### config.mk
export PLATFORM = sky130hd
export DESIGN_NAME = nn_mem_ctrl_param
export DESIGN_NICKNAME = d
export VERILOG_FILES = /design/src/rtl/nn_ctrl_pkg.sv /design/src/rtl/nn_burst_cnt.sv /design/src/rtl/nn_mem_ctrl_param.sv
export SDC_FILE = /design/constraint.sdc
export NUM_CORES = 1
export LEC_CHECK = 0
export ABC_CLOCK_PERIOD_IN_PS = 1500
export CAP_MARGIN = 0
export CORE_AREA = 2 2 49 51
export CTS_BUF_LIST = sky130_fd_sc_hd__clkbuf_2
export CTS_CLUSTER_SIZE = 20
export DETAILED_ROUTE_END_ITERATION = 7
export DIE_AREA = 0 0 51 53
export DONT_BUFFER_PORTS = 1
export GPL_TIMING_DRIVEN = 0
export HOLD_SLACK_MARGIN = 0.15
export PLACE_DENSITY = 0.54
export REMOVE_ABC_BUFFERS = 1
export SLEW_MARGIN = 20
export SYNTH_ARGS = -nofsm -noshare
export SYNTH_HDL_FRONTEND = slang
export SYNTH_HIERARCHICAL = 1
export SYNTH_SLANG_ARGS = --single-unit
### constraint.sdc
create_clock -name clk -period 1.5 [get_ports clk]
set_input_delay 0.3 -clock clk [delete_from_list [all_inputs] [get_ports clk]]
set_output_delay 0.3 -clock clk [all_outputs]
set_load 0.05 [all_outputs]
### src/rtl/nn_ctrl_pkg.sv
// Shared types and default constants for the neural-net memory controller.
// Optional feature macro used by the controller: NN_CTRL_CSB_GATE_EN.
package nn_ctrl_pkg;

  localparam int unsigned ADDR_W_D = 5;
  localparam int unsigned LEN_D    = 4;

  typedef enum logic [1:0] {
    IDLE     = 2'b00,
    LEARN    = 2'b01,
    CLASSIFY = 2'b10
  } nn_state_t;

endpackage

### src/rtl/nn_burst_cnt.sv
// Wrapping burst counter: synchronous clear, increment, terminal-count flag.
module nn_burst_cnt
  import nn_ctrl_pkg::*;
#(
  parameter  int unsigned LEN = LEN_D,
  localparam int unsigned CW  = (LEN > 1) ? $clog2(LEN) : 1
) (
  input  logic          clk,
  input  logic          rst,
  input  logic          clr,
  input  logic          inc,
  output logic [CW-1:0] cnt,
  output logic          term
);

  // Terminal flag marks the last count of a burst.
  always_comb begin
    term = (cnt == CW'(LEN - 1));
  end

  // Count register: clear has priority, then wrapping increment.
  always_ff @(posedge clk) begin
    if (rst || clr) begin
      cnt <= '0;
    end else if (inc) begin
      cnt <= term ? '0 : cnt + CW'(1);
    end
  end

endmodule

### src/rtl/nn_mem_ctrl_param.sv
// Controller for kernel memory (KMEM) and dual-port weight memory (WMEM).
// LEARN writes a kernel slot plus weight pairs; CLASSIFY reads a kernel pair
// and walks the weights. Memory outputs are combinational from registered state.
// Macro NN_CTRL_CSB_GATE_EN: deselect memories in IDLE and drive oeb per port;
// when undefined all csb/oeb are tied low.
module nn_mem_ctrl_param
  import nn_ctrl_pkg::*;
#(
  parameter int unsigned ADDR_W    = ADDR_W_D,
  parameter int unsigned N_KERN    = 4,
  parameter int unsigned KSEL_W    = 3,
  parameter int unsigned LEARN_LEN = LEN_D,
  parameter int unsigned CLS_LEN   = LEN_D,
  parameter int unsigned EN_IDX    = 0
) (
  input  logic              clk,
  input  logic              rst,
  input  logic              learn,
  input  logic              classify,
  input  logic [KSEL_W-1:0] kern_sel,
  output logic [ADDR_W-1:0] kmem_add1,
  output logic [ADDR_W-1:0] kmem_add2,
  output logic [ADDR_W-1:0] wmem_add1,
  output logic [ADDR_W-1:0] wmem_add2,
  output logic              kmem_web1,
  output logic              kmem_web2,
  output logic              wmem_web1,
  output logic              wmem_web2,
  output logic              kmem_oeb1,
  output logic              kmem_oeb2,
  output logic              kmem_csb1,
  output logic              kmem_csb2,
  output logic              wmem_oeb1,
  output logic              wmem_oeb2,
  output logic              wmem_csb1,
  output logic              wmem_csb2,
  output logic              en,
  output logic              learn_done,
  output logic              cls_done
);

  localparam int unsigned AW1  = ADDR_W + 1;
  localparam int unsigned WC_W = (LEARN_LEN > 1) ? $clog2(LEARN_LEN) : 1;
  localparam int unsigned RC_W = (CLS_LEN > 1) ? $clog2(CLS_LEN) : 1;
  localparam logic [KSEL_W-1:0] KSEL_MAX = KSEL_W'(N_KERN - 1);

  nn_state_t         state_q;
  nn_state_t         state_d;
  logic [KSEL_W-1:0] ksel_q;
  logic [WC_W-1:0]   wc;
  logic [RC_W-1:0]   rc;
  logic              wc_inc;
  logic              wc_clr;
  logic              wc_term;
  logic              rc_inc;
  logic              rc_clr;
  logic              rc_term;
  logic [AW1-1:0]    k_learn;
  logic [AW1-1:0]    k_pair;
  logic [AW1-1:0]    w_even;

  // State register.
  always_ff @(posedge clk) begin
    if (rst) begin
      state_q <= IDLE;
    end else begin
      state_q <= state_d;
    end
  end

  // Next state: learn beats classify, otherwise fall back to IDLE.
  always_comb begin
    state_d = IDLE;
    if (learn) begin
      state_d = LEARN;
    end else if (classify) begin
      state_d = CLASSIFY;
    end
  end

  // Kernel slot is captured (clamped) only when entering an active state.
  always_ff @(posedge clk) begin
    if (rst) begin
      ksel_q <= '0;
    end else if ((state_d != state_q) && (state_d != IDLE)) begin
      ksel_q <= (kern_sel > KSEL_MAX) ? KSEL_MAX : kern_sel;
    end
  end

  // A counter only runs while its state persists; any exit or entry restarts it at 0.
  always_comb begin
    wc_inc = (state_q == LEARN) && (state_d == LEARN);
    wc_clr = !wc_inc;
    rc_inc = (state_q == CLASSIFY) && (state_d == CLASSIFY);
    rc_clr = !rc_inc;
  end

  nn_burst_cnt #(.LEN(LEARN_LEN)) u_wc (
    .clk  (clk),
    .rst  (rst),
    .clr  (wc_clr),
    .inc  (wc_inc),
    .cnt  (wc),
    .term (wc_term)
  );

  nn_burst_cnt #(.LEN(CLS_LEN)) u_rc (
    .clk  (clk),
    .rst  (rst),
    .clr  (rc_clr),
    .inc  (rc_inc),
    .cnt  (rc),
    .term (rc_term)
  );

  // Address arithmetic carried one bit wider, then truncated (wraps mod 2**ADDR_W).
  always_comb begin
    k_learn = AW1'(ksel_q) * AW1'(LEARN_LEN) + AW1'(wc);
    k_pair  = AW1'(2) * AW1'(ksel_q);
    w_even  = AW1'(2) * AW1'(wc);
  end

  // Memory controls and pulses decoded from the registered state and counters.
  always_comb begin
    kmem_add1  = '0;
    kmem_add2  = '0;
    wmem_add1  = '0;
    wmem_add2  = '0;
    kmem_web1  = 1'b1;
    kmem_web2  = 1'b1;
    wmem_web1  = 1'b1;
    wmem_web2  = 1'b1;
    kmem_oeb1  = 1'b0;
    kmem_oeb2  = 1'b0;
    kmem_csb1  = 1'b0;
    kmem_csb2  = 1'b0;
    wmem_oeb1  = 1'b0;
    wmem_oeb2  = 1'b0;
    wmem_csb1  = 1'b0;
    wmem_csb2  = 1'b0;
    en         = 1'b0;
    learn_done = 1'b0;
    cls_done   = 1'b0;
    case (state_q)
      LEARN: begin
        kmem_add1  = ADDR_W'(k_learn);
        kmem_add2  = ADDR_W'(k_learn);
        kmem_web1  = 1'b0;
        wmem_add1  = ADDR_W'(w_even);
        wmem_add2  = ADDR_W'(w_even + AW1'(1));
        wmem_web1  = 1'b0;
        wmem_web2  = 1'b0;
        learn_done = wc_term;
`ifdef NN_CTRL_CSB_GATE_EN
        // Only KMEM port 2 is a read port during learn.
        kmem_oeb1  = 1'b1;
        wmem_oeb1  = 1'b1;
        wmem_oeb2  = 1'b1;
`endif
      end
      CLASSIFY: begin
        kmem_add1 = ADDR_W'(k_pair);
        kmem_add2 = ADDR_W'(k_pair + AW1'(1));
        wmem_add1 = ADDR_W'(AW1'(rc));
        wmem_add2 = ADDR_W'(AW1'(rc));
        en        = (rc == RC_W'(EN_IDX));
        cls_done  = rc_term;
      end
      default: begin
`ifdef NN_CTRL_CSB_GATE_EN
        kmem_oeb1 = 1'b1;
        kmem_oeb2 = 1'b1;
        kmem_csb1 = 1'b1;
        kmem_csb2 = 1'b1;
        wmem_oeb1 = 1'b1;
        wmem_oeb2 = 1'b1;
        wmem_csb1 = 1'b1;
        wmem_csb2 = 1'b1;
`endif
      end
    endcase
  end

endmodule

==> results.py <==
metrics = {
    "outcome": {
        "status": "finished with violations",
        "violations": "negative setup slack",
    },
    "critical_path": {
        "timing.rr.start": "state_q[1]$_SDFF_PP0_",
        "reg2regPathDepth": 7,
        "crit_path_max_incr_delay_ns": 0.49,
        "crit_fanout": 4,
        "worstSetupEndpointType": "output port",
        "cp_slowest_cell": "nor2_4",
        "critPathArrivalTime_ns": 1.70,
        "r2r_slack_ns": -0.09,
        "crit_required_ns": 1.20,
        "critPathKind": "flip-flop to output port",
        "crit_chain": "inv_4 -> ha_4 -> and2_4 -> a21oi_4 -> nor2_4",
        "worst_r2r_endpoint": "u_rc/cnt[0]$_SDFFE_PP0P_",
        "startpoint_type": "flip-flop",
    },
    "clocking": {
        "clk_pin_slew_worst_paths_ns": 0.09,
        "insertion_delay_ns": 0.25,
        "clockBufferDepth": 2,
        "htreeDepth": 1,
        "cts_root_buffer": "clkbuf_2",
        "numCtsBuffers": 3,
        "cts_tree": "yes",
        "cts_sinks": 9,
    },
    "global_routing": {
        "track_usage_pct": 10.9,
        "grt.overflow.total": 0,
        "grt_pass1_vias": 469,
        "antenna_found_initial": 0,
        "grt_max_degree": 9,
        "grt_pass1_wl_um": 2160,
    },
    "cells_and_area": {
        "n_fill_cell": 212,
        "stdcell_count": 120,
        "seq_area_um2": 190,
        "multi_input_area_um2": 548,
        "drive_above_1_share_pct": 53.3,
        "areaGrowthSynthToFinish_pct": 30.3,
        "num_antenna_cells": 0,
        "nets": 105,
        "final_util_pct": 43.6,
    },
    "synth": {
        "synthSimpleGateAreaFrac_pct": 23.3,
        "syn_avg_cell_area_um2": 8.46,
        "yosysTopAreaCell": "dfxtp_1",
        "yosys-top-cells-area": "dfxtp_1 (25%), buf_4 (22%), ha_1 (8.7%)",
        "synth_seq_cells": 9,
        "ys_seq_area_share_pct": 25.0,
        "synth_cells": 85,
        "muxShareOfSynthArea_pct": 2.78,
        "yosys.cell_types.count": 24,
        "synth_top_family_by_area": "buffers and inverters",
        "netlist_area_um2": 719,
        "synth_fa_ha_area_share_pct": 8.70,
        "yosysWarningCount": 6,
        "synth-compound-area-share_pct": 14.6,
        "synth_top_area_share_pct": 25.0,
        "synth-xor-area-share_pct": 0,
    },
    "die": {
        "fp-row-count": 17,
        "io_pins": 42,
        "start_util_pct": 33.5,
        "dieArea_mm2": 0.00270,
        "die_w_um": 51,
        "die_y_um": 53,
        "coreArea_mm2": 0.00215,
    },
    "timing": {
        "fin_skew_ns": 0.0100,
        "fmax_ghz": 0.499,
        "worst_slew_pin_slew_ns": 0.612,
        "min_period_ns": 2.00,
        "final.period_utilization_pct": 134,
        "slew_viol_final": 0,
        "hold_violations": 0,
        "setup_ws_ns": -0.503,
        "rsz0062_at_grt": "true",
        "slew_headroom_pct": 59.1,
        "setup_viol": 15,
        "worst_hold_slack_ns": 0.190,
    },
    "placement": {
        "gp_congestion": 0.730,
        "dpl.hpwl_um": 921,
        "post-place-ws_ns": -1.33,
        "dp_cells": 103,
        "io_buffers": 0,
    },
    "drt": {
        "final_antenna_net_count": 0,
        "vias_per_cell": 4.54,
        "wl_per_cell_um": 12.3,
        "totalWireLength_um": 1480,
        "vias": 545,
        "drt_pass1_iterations": 3,
        "drc": 0,
        "drt_iter0_drc": 5,
    },
    "worst_hold_path": {
        "hold_class": "input port to flip-flop",
        "hold_path_end": "state_q[0]$_SDFF_PP0_",
        "worstHoldStart": "learn",
        "hold_path_depth": 1,
    },
    "pwr": {
        "intPower_mw": 0.377,
        "switching_power_mw": 0.261,
        "comb_power_share_pct": 35.0,
        "p_per_area_mw_per_mm2": 682,
        "power_frac_seq_pct": 39.8,
        "power_mw": 0.639,
        "ir_drop_mv": 0.314,
        "switching_share_pct": 40.9,
        "cellLeakagePower_nw": 0.363,
        "clkPwrFrac_pct": 25.2,
    },
    "job": {
        "cap_violations": 0,
    },
}
==> synthesized netlist by cell type <==
| master | count |
|---|---|
| nand2_1 | 1 |
| mux2i_1 | 2 |
| ha_1 | 5 |
| a22oi_1 | 2 |
| nand2b_1 | 3 |
| or3b_1 | 2 |
| nor3_1 | 2 |
| buf_4 | 21 |
| nor2b_1 | 1 |
| nor3b_1 | 2 |
| a311oi_1 | 2 |
| nor2_1 | 8 |
| nand3_1 | 1 |
| nand3b_1 | 1 |
| nand2b_4 | 1 |
| a21oi_1 | 5 |
| conb_1 | 2 |
| o21bai_1 | 1 |
| dfxtp_1 | 9 |
| a21o_4 | 1 |
| and3b_1 | 1 |
| inv_1 | 5 |
| and2_1 | 5 |
| a211oi_2 | 2 |
==> cell usage in the layout, fill, tap and decap left out, drive strengths merged <==
master	instances
and2	5
a21o	1
nor3	2
mux2i	2
dlygate4sd3	2
inv	4
a21oi	5
a311oi	2
nand3	1
nor3b	2
nand2b	4
and3b	1
a211oi	2
buf	11
o21bai	1
nand2	1
conb	13
dfxtp	9
ha	5
or3b	2
nor2b	1
clkinv	1
nand3b	1
a22oi	2
nor2	8
clkbuf	4
==> through the flow <==
stage / instance area, µm² / TNS, ns
after floorplan: 603 / -13.66
after global placement: 638 / -15.96
after detailed placement: 653 / -10.80
after CTS: 885 / -5.20
after global routing: 937 / -5.93
final: 937 / -4.79
==> power by group through the flow <==
stage                     Combinational (mW)  Sequential, mW  Clock, mW
after floorplan                        0.146           0.258          0
after global placement                 0.153           0.259          0
after detailed placement               0.157           0.259          0
after CTS                              0.210           0.255      0.169
after global routing                   0.234           0.255      0.185
final                                  0.224           0.254      0.161
==> layout make-up <==
class / count / share of cell area [%]
Clock buffer: 4 / 2.14
Inverter: 5 / 3.60
Multi-Input combinational cell: 61 / 58.5
Sequential cell: 9 / 20.3
Tap cell: 28 / 3.74
Timing Repair Buffer: 13 / 11.7
==> state kept, by name (all words and copies together) (netlist names) <==
signal    flops
ksel_q        3
state_q       2
u_rc/cnt      2
u_wc/cnt      2
==> cells by family after synthesis <==
kind of cell / Yosys count
mux: 2
flops: 9
buf+inv: 26
other cells: 2
fa+ha+maj: 5
compound gates: 13
simple gates: 28
==> worst max-delay path by stage <==
| stage | to | slack (ns) | cells past startpoint | start |
|---|---|---|---|---|
| after detailed placement | kmem_add1[1] | -1.33 | 5 | state_q[1]$_SDFF_PP0_ |
| after global placement | kmem_add1[1] | -1.75 | 5 | state_q[1]$_SDFF_PP0_ |
| final | kmem_add2[1] | -0.50 | 5 | state_q[1]$_SDFF_PP0_ |
| after floorplan | kmem_add1[1] | -1.61 | 5 | state_q[1]$_SDFF_PP0_ |
| after CTS | kmem_add1[1] | -0.54 | 5 | state_q[1]$_SDFF_PP0_ |
| after global routing | kmem_add2[1] | -0.57 | 5 | state_q[1]$_SDFF_PP0_ |
==> critical path: cells and delay by family (launching register included) <==
family | cells | cell delay, ns
flops | 1 | 0.37
compound gates | 1 | 0.06
buf+inv | 1 | 0.06
simple gates | 2 | 0.84
fa+ha+maj | 1 | 0.14
==> what timing repair did <==
item,CTS,global route
endpoints found under the hold margin,8,0
resized for setup,40,11
buffers inserted,8,3
setup endpoints to repair,24,23
pin swaps,7,5
hold buffers,2,0
==> per-layer routing <==
metal	GRT usage, %	vias to the layer above	share of wire, %
met1	11.6	252	39
li1	-	268	-
met2	19.9	23	55
met4	6.76	0	0.81
met3	1.98	2	5.2
met5	0	-	0
No activity file was read; power rests on OpenSTA's default activity.
